`src/rtl/crc_frame_scheduler.sv`:
```
// rtl/crc_frame_scheduler.sv - two-requester round-robin frame scheduler with shared CRC-16 engine
module crc_frame_scheduler #(
    parameter int                   CRC_WIDTH = 16,
    parameter logic [CRC_WIDTH-1:0] CRC_POLY  = 16'h8005,
    parameter logic [CRC_WIDTH-1:0] CRC_INIT  = 16'hFFFF,
    parameter int                   MAX_LEN   = 64
) (
    input  logic       clk,
    input  logic       rst,
    input  logic       req0_valid,
    input  logic [7:0] req0_data,
    input  logic       req0_last,
    output logic       req0_ready,
    input  logic       req1_valid,
    input  logic [7:0] req1_data,
    input  logic       req1_last,
    output logic       req1_ready,
    output logic       out_valid,
    output logic [7:0] out_data,
    output logic       out_last,
    output logic       out_src,
    input  logic       out_ready,
    output logic       frame_err,
    output logic [7:0] frame_cnt
);

    typedef enum logic [1:0] {IDLE, PAYLOAD, CRC_HI, CRC_LO} state_t;

    state_t               state;
    state_t               next_state;
    logic [CRC_WIDTH-1:0] crc;
    logic [7:0]           count;
    logic                 ptr;
    logic                 grant_src;
    logic                 out_free;
    logic                 sel_valid;
    logic [7:0]           sel_data;
    logic                 sel_last;
    logic                 accept;
    logic                 count_hit;

    // LSB-first bit order into an MSB-shifting register
    function automatic logic [CRC_WIDTH-1:0] crc_byte(input logic [CRC_WIDTH-1:0] c,
                                                      input logic [7:0] d);
        logic [CRC_WIDTH-1:0] r;
        r = c;
        for (int i = 0; i < 8; i++) begin
            if (r[CRC_WIDTH-1] ^ d[i])
                r = (r << 1) ^ CRC_POLY;
            else
                r = r << 1;
        end
        return r;
    endfunction

    assign grant_src  = (req0_valid && req1_valid) ? ptr : req1_valid;
    assign out_free   = !out_valid || out_ready;
    assign sel_valid  = out_src ? req1_valid : req0_valid;
    assign sel_data   = out_src ? req1_data  : req0_data;
    assign sel_last   = out_src ? req1_last  : req0_last;
    assign req0_ready = (state == PAYLOAD) && !out_src && out_free;
    assign req1_ready = (state == PAYLOAD) &&  out_src && out_free;
    assign accept     = (state == PAYLOAD) && sel_valid && out_free;
    assign count_hit  = (int'(count) + 1) == MAX_LEN;

    always_ff @(posedge clk or posedge rst) begin
        if (rst)
            state <= IDLE;
        else
            state <= next_state;
    end

    always_comb begin
        next_state = state;
        case (state)
            IDLE:    if (req0_valid || req1_valid) next_state = PAYLOAD;
            PAYLOAD: if (accept && (sel_last || count_hit)) next_state = CRC_HI;
            CRC_HI:  if (out_free) next_state = CRC_LO;
            CRC_LO:  if (out_ready && out_last) next_state = IDLE;
            default: next_state = IDLE;
        endcase
    end

    // CRC_LO uses out_last to tell "low byte not yet loaded" from "low byte on the bus"
    always_ff @(posedge clk or posedge rst) begin
        if (rst) begin
            out_valid <= 1'b0;
            out_data  <= 8'h00;
            out_last  <= 1'b0;
            out_src   <= 1'b0;
            frame_err <= 1'b0;
            frame_cnt <= 8'h00;
            crc       <= CRC_INIT;
            count     <= 8'h00;
            ptr       <= 1'b0;
        end else begin
            frame_err <= 1'b0;
            case (state)
                IDLE: begin
                    if (req0_valid || req1_valid) begin
                        out_src <= grant_src;
                        crc     <= CRC_INIT;
                        count   <= 8'h00;
                    end
                end
                PAYLOAD: begin
                    if (accept) begin
                        out_data  <= sel_data;
                        out_valid <= 1'b1;
                        count     <= count + 8'd1;
                        crc       <= crc_byte(crc, sel_data);
                        frame_err <= !sel_last && count_hit;
                    end else if (out_ready) begin
                        out_valid <= 1'b0;
                    end
                end
                CRC_HI: begin
                    if (out_free) begin
                        out_data  <= crc[CRC_WIDTH-1 -: 8];
                        out_valid <= 1'b1;
                    end
                end
                CRC_LO: begin
                    if (out_ready) begin
                        if (out_last) begin
                            out_valid <= 1'b0;
                            out_last  <= 1'b0;
                            frame_cnt <= frame_cnt + 8'd1;
                            ptr       <= !out_src;
                        end else begin
                            out_data <= crc[7:0];
                            out_last <= 1'b1;
                        end
                    end
                end
                default: ;
            endcase
        end
    end

endmodule

```
`config.mk`:
```
export PLATFORM = sky130hd
export DESIGN_NAME = crc_frame_scheduler
export DESIGN_NICKNAME = d
export VERILOG_FILES = /design/src/rtl/crc_frame_scheduler.sv
export SDC_FILE = /design/constraint.sdc
export NUM_CORES = 1
export LEC_CHECK = 0
export BUFFER_PORTS_ARGS = -buffer_cell sky130_fd_sc_hd__buf_2
export CELL_PAD_IN_SITES_DETAIL_PLACEMENT = 1
export CELL_PAD_IN_SITES_GLOBAL_PLACEMENT = 2
export CORE_UTILIZATION = 39
export DETAILED_ROUTE_END_ITERATION = 12
export PLACE_DENSITY = 0.94
export SETUP_SLACK_MARGIN = 0.05
export SKIP_LAST_GASP = 1
export SLEW_MARGIN = 20
export SYNTH_ARGS = -nofsm -noshare
export SYNTH_HDL_FRONTEND = slang
export SYNTH_SLANG_ARGS = --single-unit
```
`constraint.sdc`:
```
create_clock -name clk -period 4.03 [get_ports clk]
set_input_delay 0.806 -clock clk [delete_from_list [all_inputs] [get_ports clk]]
set_output_delay 0.806 -clock clk [all_outputs]
set_load 0.05 [all_outputs]
```
==> results.ini, run 1 <==
[outcome]
status = finished, violations left
violations = DRC

[die]
die_y_um = 84.3
core_area_um2 = 6460
ios = 45
std_cell_rows = 29
die_w_um = 84.3
initial_core_util_pct = 40.9
dieArea_um2 = 7100

[layout]
fillCellCount = 742
diodes = 0
synthToLayoutAreaGrowth_pct = 14.4
drive_gt1_share_pct = 34.5
final_nets = 310
postLayoutCoreUtil_pct = 46.7

[routing]
wl_um = 6450
wl_per_cell_um = 18.0
drc = 8
avgViaCountPerCell = 5.42
ant_nets = 0
drt_iter0_drc = 99
dr.pass1.iters = 8
via_count = 1942

[power_and_ir_drop]
leakage_nw = 1.37
p_per_area_nw_per_um2 = 984
peakVddDrop_v = 0.000550
fin_total_pwr_mw = 2.97

[clocking]
ctsHoldBuffers = 0
htree_levels = 2
cts_tree = built
clock_latency_ns = 0.30
cts_resized = 0
clock_path_buffers = 2
clk_pin_slew_worst_paths_ns = 0.09
cts_buffers = 5
cts_setup_buffers = 0
cts_root_buf = clkbuf_8
cts.sinks = 47

[yosys]
synth_area_um2 = 2640
synthMuxAreaShare_pct = 9.53
synth_cell_types = 45
ys.flop_type = dfrtp_1
ys_ff_latch = 47
synth_edf_count = 0
synthArstFlopShare_pct = 100
yosysWarnings = 0
postSynthCellCount = 238
synth_xor_area_share_pct = 14.3
synth_top_family_by_area = compound AO/OA/AOI/OAI gates
synthAdderAreaFrac_pct = 3.32
synth.avg_cell_area_um2 = 11.1
synth-compound-area-share_pct = 14.4
seq_area_frac_synth_pct = 45.3
synth_simple_gate_area_share_pct = 10.1
syn-num-nets = 268

[grt]
grt_max_degree = 48
first_global_vias = 2114
overflow = 0
antenna_found_initial = 0
grt_util_all_layers_pct = 19.9
grt_pass1_wl_um = 11000

[sta]
finalHoldViolCount = 0
slew_viol_final = 0
tns_ns = 0
finClkSkew_ns = 0.00612
rsz0062_at_grt = no
fin_ws_ns = 1.36
timing.final.crit_share_pct = 66.3
relSlewSlack_pct = 45.2
worstMarginPinSlew_ns = 0.821
fmax_mhz = 374
period_minus_slack_ns = 2.67
setup_violations = 0

[worst_setup_path]
critPathSlowestCell = dfrtp_1
cp_cell_sequence = mux2_2, nand3_4, nand2_1, o21ai_1, a211o_1, mux2_2
ff2ff_setup_slack_ns = 1.36
r2r_end = out_data[1]$_DFFE_PP0P_
cp.required_ns = 4.22
worstPathArrival_ns = 2.86
crit_buf_inv = 0
reg2reg_from = out_src$_DFFE_PP0P_
crit_fanout = 16
worst_setup_path_start_kind = register
cpPeakStageDelay_ns = 0.85
endpoint_kind = register
setup.worst_path.class = reg -> reg
critical-path-top-delay-family = flip-flops
r2r_cells = 6
crit_path_frequent_cell = mux2_2

[placement]
post-place-ws_ns = 1.40
place.gp.congestion = 0.777
hpwl_um = 4490
port_buffers = 44

[worst_hold_path]
hold_path_startpoint = frame_cnt[7]$_DFFE_PP0P_
worst_hold_path_type = reg -> reg
hold_end = frame_cnt[7]$_DFFE_PP0P_
holdPathStages = 1

[job]
drv_cap = 0

## per-stage QoR
| stage | hold slack [ns] | std cells | area (um^2) |
|---|---|---|---|
| after global routing | 0.530 | 358 | 3020 |
| after CTS | 0.485 | 358 | 3020 |
| final | 0.492 | 358 | 3020 |
| after global placement | 0.454 | 350 | 2900 |
| after floorplan | 0.450 | 238 | 2640 |
| after detailed placement | 0.472 | 350 | 2900 |
## cell type report
class	count	area (um^2)	area share, %
multi-input combinational	176	1360	45.1
sequential	47	1200	39.6
timing repair buffer	45	228	7.54
tap	77	96.3	3.19
clock buffer	6	82.6	2.74
clock inverter	2	35.0	1.16
inverter	5	20.0	0.663
## worst register-to-register path: cells and delay by family (launching register included)
kind | cells | cell delay [ns]
AO/OA/AOI/OAI | 2 | 0.56
AND/OR/NAND/NOR | 2 | 0.33
multiplexers | 2 | 0.83
flip-flops | 1 | 0.85
## flip-flops by register name (all words and copies together), names as in the netlist
signal,flops
crc,16
count,8
out_src,1
ptr,1
out_valid,1
state,2
out_data,8
frame_cnt,8
frame_err,1
out_last,1
## where the power goes
group | internal (mW) | switching, mW | total (mW)
clock | 0.201 | 0.164 | 0.365
sequential | 0.668 | 0.172 | 0.841
combinational | 0.753 | 1.01 | 1.76
total | 1.62 | 1.35 | 2.97
## per-layer routing
metal	vias up	track usage [%]	share of wire (%)	routed length, um
met4	0	6.27	1.8	118
met1	970	26.4	44	2810
met2	39	33.8	52	3330
met5	-	0	0	0
li1	924	-	-	-
met3	9	3.05	2.9	187
## Yosys cell counts (all sizes together) (6+ instances only)
master / n / area, um^2
mux2: 12 / 135
o21ai: 19 / 95.1
a22oi: 8 / 60.1
o22a: 6 / 53.8
nand2: 15 / 56.3
a21oi: 13 / 65.1
dfstp: 16 / 420
dfrtp: 31 / 776
xnor2: 23 / 246
ha: 7 / 87.6
nor2: 19 / 71.3
mux2i: 10 / 116
xor2: 7 / 61.3
nand3: 11 / 67.6
## kinds of logic (layout without fill, tap and decap cells)
family	after synthesis	after routing
buffers and inverters	15	58
multiplexers	22	22
adder cells (fa/ha/maj)	7	7
AO/OA/AOI/OAI	58	58
AND/OR/NAND/NOR	56	56
XOR/XNOR	33	33
flip-flops	47	47
## layout by cell type, fill, tap and decap left out, types with 2 or more instances in the layout
master,count
a211o_1,3
a21oi_1,13
a22oi_1,8
a31oi_1,2
and3_1,2
buf_2,44
clkbuf_8,6
clkinv_2,2
dfrtp_1,31
dfstp_2,16
ha_1,7
inv_1,4
mux2_2,12
mux2i_1,8
nand2_1,15
nand2b_1,2
nand3_1,10
nand4_1,2
nor2_1,19
o21ai_0,18
o22a_1,5
xnor2_1,17
xnor2_2,6
xnor3_1,2
xor2_1,7
## worst max path at each step
| stage | start | endpoint | cells after the start |
|---|---|---|---|
| floorplan | out_ready | req0_ready | 3 |
| global placement | out_ready | out_data[7]$_DFFE_PP0P_ | 7 |
| detailed placement | out_ready | out_data[4]$_DFFE_PP0P_ | 7 |
| CTS | out_src$_DFFE_PP0P_ | out_data[1]$_DFFE_PP0P_ | 6 |
| global route | out_src$_DFFE_PP0P_ | out_data[1]$_DFFE_PP0P_ | 6 |
| finish | out_src$_DFFE_PP0P_ | out_data[1]$_DFFE_PP0P_ | 6 |
Note: power is estimated with default switching activity, not from simulation.
==> inputs of run 2 (changes only) <==
--- a/config.mk
+++ b/config.mk
@@ -5,12 +5,13 @@
 export SDC_FILE = /design/constraint.sdc
 export NUM_CORES = 1
 export LEC_CHECK = 0
+export ABC_AREA = 1
 export BUFFER_PORTS_ARGS = -buffer_cell sky130_fd_sc_hd__buf_2
 export CELL_PAD_IN_SITES_DETAIL_PLACEMENT = 1
 export CELL_PAD_IN_SITES_GLOBAL_PLACEMENT = 2
-export CORE_UTILIZATION = 39
+export CORE_UTILIZATION = 30
 export DETAILED_ROUTE_END_ITERATION = 12
-export PLACE_DENSITY = 0.94
+export PLACE_DENSITY = 0.86
 export SETUP_SLACK_MARGIN = 0.05
 export SKIP_LAST_GASP = 1
 export SLEW_MARGIN = 20
==> constraint.sdc (replaced) <==
create_clock -name clk -period 2.25 [get_ports clk]
set_input_delay 0.45 -clock clk [delete_from_list [all_inputs] [get_ports clk]]
set_output_delay 0.45 -clock clk [all_outputs]
set_load 0.05 [all_outputs]
==> results.ini, run 2 <==
[outcome]
status = completed

[clocking]
cts.sinks = 47
cts_setup_buffers = 0
clock_latency_ns = 0.31
cts_buffers = 5
cts_tree = built
clock_path_buffers = 2
clk_pin_slew_worst_paths_ns = 0.09
htree_levels = 2
cts_root_buf = clkbuf_8

[layout]
largest_reg_flops = 16
final_common_cell = inv_1
instances_no_fill = 545
final_cell_mix = 64 x inv_1, 55 x nand2_1, 43 x buf_2, 33 x nor2_1, 31 x nand3_1
final_nets = 445
regArea_um2 = 1200
multi_input_area_um2 = 1350
synthToLayoutAreaGrowth_pct = 18.2
diodes = 0
fillCellCount = 1151
postLayoutCoreUtil_pct = 36.7
drive_gt1_share_pct = 26.7
fin_area_um2 = 3390
max_flop_register = crc

[yosys]
postSynthCellCount = 361
synth_common_cells = 65 x inv_1, 55 x nand2_1, 33 x nor2_1
synth_cell_types = 37
seq_area_frac_synth_pct = 41.7
ys_ff_latch = 47
syn-num-nets = 391
synth_top_cell_area_share_pct = 27.1
synth.avg_cell_area_um2 = 7.94
synthTopCellsByArea = dfrtp_1 27%, dfstp_2 15%, inv_1 8.5%
yosysMostFrequentCell = inv_1
synth_area_um2 = 2870
yosysWarnings = 0
ys.flop_type = dfrtp_1
synthArstFlopShare_pct = 100
yosysTopAreaCell = dfrtp_1
synth_edf_count = 0

[placement]
hpwl_um = 6280
post-place-ws_ns = 0.147
port_buffers = 44
placed_area_um2 = 3290
place.gp.congestion = 0.802
place_inst = 537

[worst_setup_path]
worst_setup_path_start_kind = register
critical-path-top-delay-family = flip-flops
crit_fanout = 5
setup.worst_path.class = reg -> out
critPathSlowestCell = dfrtp_1
cpPeakStageDelay_ns = 0.41
endpoint_kind = output port
crit_buf_inv = 2
cp.required_ns = 1.80
worstPathArrival_ns = 1.62
cp_cell_sequence = inv_1, ha_1, nand2_1, nor2_1, buf_2

[routing]
dr.pass1.iters = 4
avgViaCountPerCell = 4.79
wl_um = 8040
wl_per_cell_um = 14.7
ant_nets = 0
drt_iter0_drc = 76
drc = 0
via_count = 2611

[die]
core_area_um2 = 9240
initial_core_util_pct = 31.0
die_y_um = 99.8
ios = 45
die_w_um = 99.8
dieArea_um2 = 9950
std_cell_rows = 35

[grt]
grt_max_degree = 29
grt_pass1_wl_um = 13600
grt_util_all_layers_pct = 17.5
first_global_vias = 2821
antenna_found_initial = 0
overflow = 0

[power_and_ir_drop]
p_per_area_nw_per_um2 = 1590
leakage_nw = 1.74
fin_total_pwr_mw = 5.40
peakVddDrop_v = 0.000700

[sta]
hold_slack_ns = 0.136
period_minus_slack_ns = 2.07
relSlewSlack_pct = 69.2
fin_ws_ns = 0.183
timing.final.crit_share_pct = 91.9
finalHoldViolCount = 0
worstMarginPinSlew_ns = 0.461
rsz0062_at_grt = yes
setup_violations = 0
finClkSkew_ns = 0.00643
tns_ns = 0
fmax_mhz = 484
slew_viol_final = 0

[job]
drv_cap = 0

[worst_hold_path]
worst_hold_path_type = in -> async

[run 2: changes by cell type after synthesis, moves of 6 or more]
cell and change:
xnor2_1 -13, inv_1 +60, mux2i_1 -7, o21ai_0 -10, a21oi_1 +8, nand2_1 +40
xnor2_2 -6, o22ai_1 +16, nand3_1 +21, nand2_2 +12, mux2_2 -11, nor2_1 +14
[run 2: final timing paths]
check / start / end / slack (ns) / cells past startpoint
min: rst / count[5]$_DFFE_PP0P_ / 0.14 / 2
max: state[1]$_DFFE_PP0P_ / req0_ready / 0.18 / 5
min in group clk: out_ready / out_last$_DFFE_PP0P_ / 0.44 / 3
min reg2reg: frame_cnt[7]$_DFFE_PP0P_ / frame_cnt[7]$_DFFE_PP0P_ / 0.48 / 1
max reg2reg: out_src$_DFFE_PP0P_ / crc[15]$_DFFE_PP1P_ / 0.26 / 15
max in group asynchronous: rst / crc[11]$_DFFE_PP1P_ / 1.52 / 3
[run 2: logic make-up (layout without fill, tap and decap cells)]
group,Yosys count,in the layout,share of synthesized area (%)
AND/OR/NAND/NOR,148,148,24.3
buffers and inverters,78,133,11.3
AO/OA/AOI/OAI,62,62,13.4
flip-flops,47,47,41.7
XOR/XNOR,17,17,5.46
adder cells (fa/ha/maj),7,7,3.06
multiplexers,2,2,0.742
[run 2: power by group]
part           internal [mW]  switching (mW)  total (mW)  leakage [nW]
Clock                  0.220           0.312       0.532        0.0483
Combinational           1.07            2.36        3.43          1.15
Sequential              1.20           0.241        1.44         0.551
[run 2: layout make-up]
cell class                      instances  share of cell area, %
Inverter                               69                   7.79
Tap cell                              129                   4.76
Clock buffer                            5                   2.03
Sequential cell                        47                   35.3
Timing Repair Buffer                   56                   9.60
Clock inverter                          3                  0.554
Multi-Input combinational cell        236                   39.9
[run 2: what timing repair did]
item,in CTS,in global routing
hold buffers,0,0
setup endpoints to repair,0,4
gates resized for setup,0,4
[run 2: routing by layer]
layer	share of wire, %	wire length [um]	track usage, %
met1	47	3760	22.6
met2	49	3900	30.7
met3	3.4	275	3.02
met4	1.2	96	3.73
met5	0	0	0
[run 2: worst register-to-register path, delay by kind of cell, from the launching register on]
kind,cells,cell delay [ns]
and+or+nand+nor,12,1.09
DFF,1,0.51
buffers and inverters,3,0.33
==> inputs of run 3 (changes only) <==
--- a/config.mk
+++ b/config.mk
@@ -9,6 +9,7 @@
 export BUFFER_PORTS_ARGS = -buffer_cell sky130_fd_sc_hd__buf_2
 export CELL_PAD_IN_SITES_DETAIL_PLACEMENT = 1
 export CELL_PAD_IN_SITES_GLOBAL_PLACEMENT = 2
+export CORE_ASPECT_RATIO = 1.5
 export CORE_UTILIZATION = 30
 export DETAILED_ROUTE_END_ITERATION = 12
 export PLACE_DENSITY = 0.86
==> results.ini, run 3 (synthesis gave the netlist of run 2 again) <==
[grt]
first_global_vias = 2892
grt_util_all_layers_pct = 18.7
antenna_found_initial = 0
overflow = 0
grt_max_degree = 27
grt_pass1_wl_um = 13800

[sta]
period_minus_slack_ns = 2.09
timing.final.crit_share_pct = 92.7
fmax_mhz = 479
finClkSkew_ns = 0.0132
finalHoldViolCount = 0
relSlewSlack_pct = 63.1
slew_viol_final = 0
rsz0062_at_grt = no
worstMarginPinSlew_ns = 0.552
setup_violations = 0
tns_ns = 0
hold_slack_ns = 0.181

[die]
ios = 45
dieArea_um2 = 9960
initial_core_util_pct = 31.0
die_y_um = 122
core_area_um2 = 9250
std_cell_rows = 43
die_w_um = 81.8

[worst_setup_path]
r2r_end = crc[15]$_DFFE_PP1P_
crit_start = state[1]$_DFFE_PP0P_
worst_setup_path_start_kind = register
crit_fanout = 5
r2r_cells = 13
cp.required_ns = 1.80
endpoint_kind = output port
worstPathArrival_ns = 1.64
crit_path_end = req1_ready
reg2reg_from = out_src$_DFFE_PP0P_
setup.worst_path.class = reg -> out
ff2ff_setup_slack_ns = 0.19

[layout]
final_common_cell = inv_1
final_nets = 447
regArea_um2 = 1200
final_cell_mix = 64 x inv_1, 54 x nand2_1, 44 x buf_2, 33 x nor2_1
max_flop_register = crc
diodes = 0
fillCellCount = 1158
fin_area_um2 = 3460
synthToLayoutAreaGrowth_pct = 20.6
multi_input_area_um2 = 1360
largest_reg_flops = 16
drive_gt1_share_pct = 26.6
postLayoutCoreUtil_pct = 37.4

[placement]
port_buffers = 44
place.gp.congestion = 0.780
hpwl_um = 6520
placed_area_um2 = 3280

[clocking]
ctsHoldBuffers = 0
clk_pin_slew_worst_paths_ns = 0.07
cts.sinks = 47
clock_path_buffers = 2
htree_levels = 2
cts_resized = 0
cts_setup_buffers = 0
cts_tree = built
clock_latency_ns = 0.30
cts_buffers = 5
cts_root_buf = clkbuf_16

[outcome]
status = completed

[routing]
drc = 0
drt_iter0_drc = 104
wl_um = 8430
dr.pass1.iters = 4
ant_nets = 0
via_count = 2646
avgViaCountPerCell = 4.99
wl_per_cell_um = 15.9

[power_and_ir_drop]
fin_total_pwr_mw = 5.77
leakage_nw = 1.79
peakVddDrop_v = 0.000597
p_per_area_nw_per_um2 = 1670

[job]
drv_cap = 0

[worst_hold_path]
worst_hold_path_type = in -> async

## run 3: cell count changes in the layout (fill, tap and decap cells not counted), sizes merged
cell	change
buf	+3
clkinv	-2
bufinv	+1
clkinvlp	+1
inv	-1
## run 3: through the flow
stage | setup WS, ns | cells
global placement | 0.265 | 522
floorplan | 0.0949 | 361
CTS | 0.0687 | 530
detailed placement | 0.0913 | 522
global route | 0.0540 | 530
finish | 0.164 | 530
## run 3: metal layers
metal	global-route usage [%]	part of all wire [%]
met1	19.7	39
met2	34.3	55
met3	3.00	2.3
met4	9.76	3.4
met5	0	0
## run 3: worst min-delay path by stage
| stage | startpoint | end | cells past startpoint |
|---|---|---|---|
| global route | rst | state[1]$_DFFE_PP0P_ | 2 |
| global placement | frame_cnt[7]$_DFFE_PP0P_ | frame_cnt[7]$_DFFE_PP0P_ | 1 |
| floorplan | ptr$_DFFE_PP0P_ | ptr$_DFFE_PP0P_ | 2 |
| CTS | rst | state[1]$_DFFE_PP0P_ | 2 |
| detailed placement | frame_cnt[7]$_DFFE_PP0P_ | frame_cnt[7]$_DFFE_PP0P_ | 1 |
| finish | rst | state[1]$_DFFE_PP0P_ | 2 |
## run 3: layout make-up
type	count	area share, %
multi-input cells	236	39.2
flip-flops and latches	47	34.6
repair buffers	58	9.77
clock buffers	6	3.73
well taps	112	4.05
clock inverters	2	1.09
inverters	69	7.56
## run 3: worst max-delay path: stages, from the launching register on
cell and delay, ns:
dfrtp_1 0.40, inv_1 0.13, ha_1 0.31, nand2_1 0.13
nor2_1 0.11, buf_2 0.26
## run 3: where the power goes
group / total [mW] / switching [mW] / internal, mW
logic: 3.50 / 2.40 / 1.10
registers: 1.41 / 0.213 / 1.20
clock network: 0.859 / 0.334 / 0.525
total: 5.77 / 2.95 / 2.82
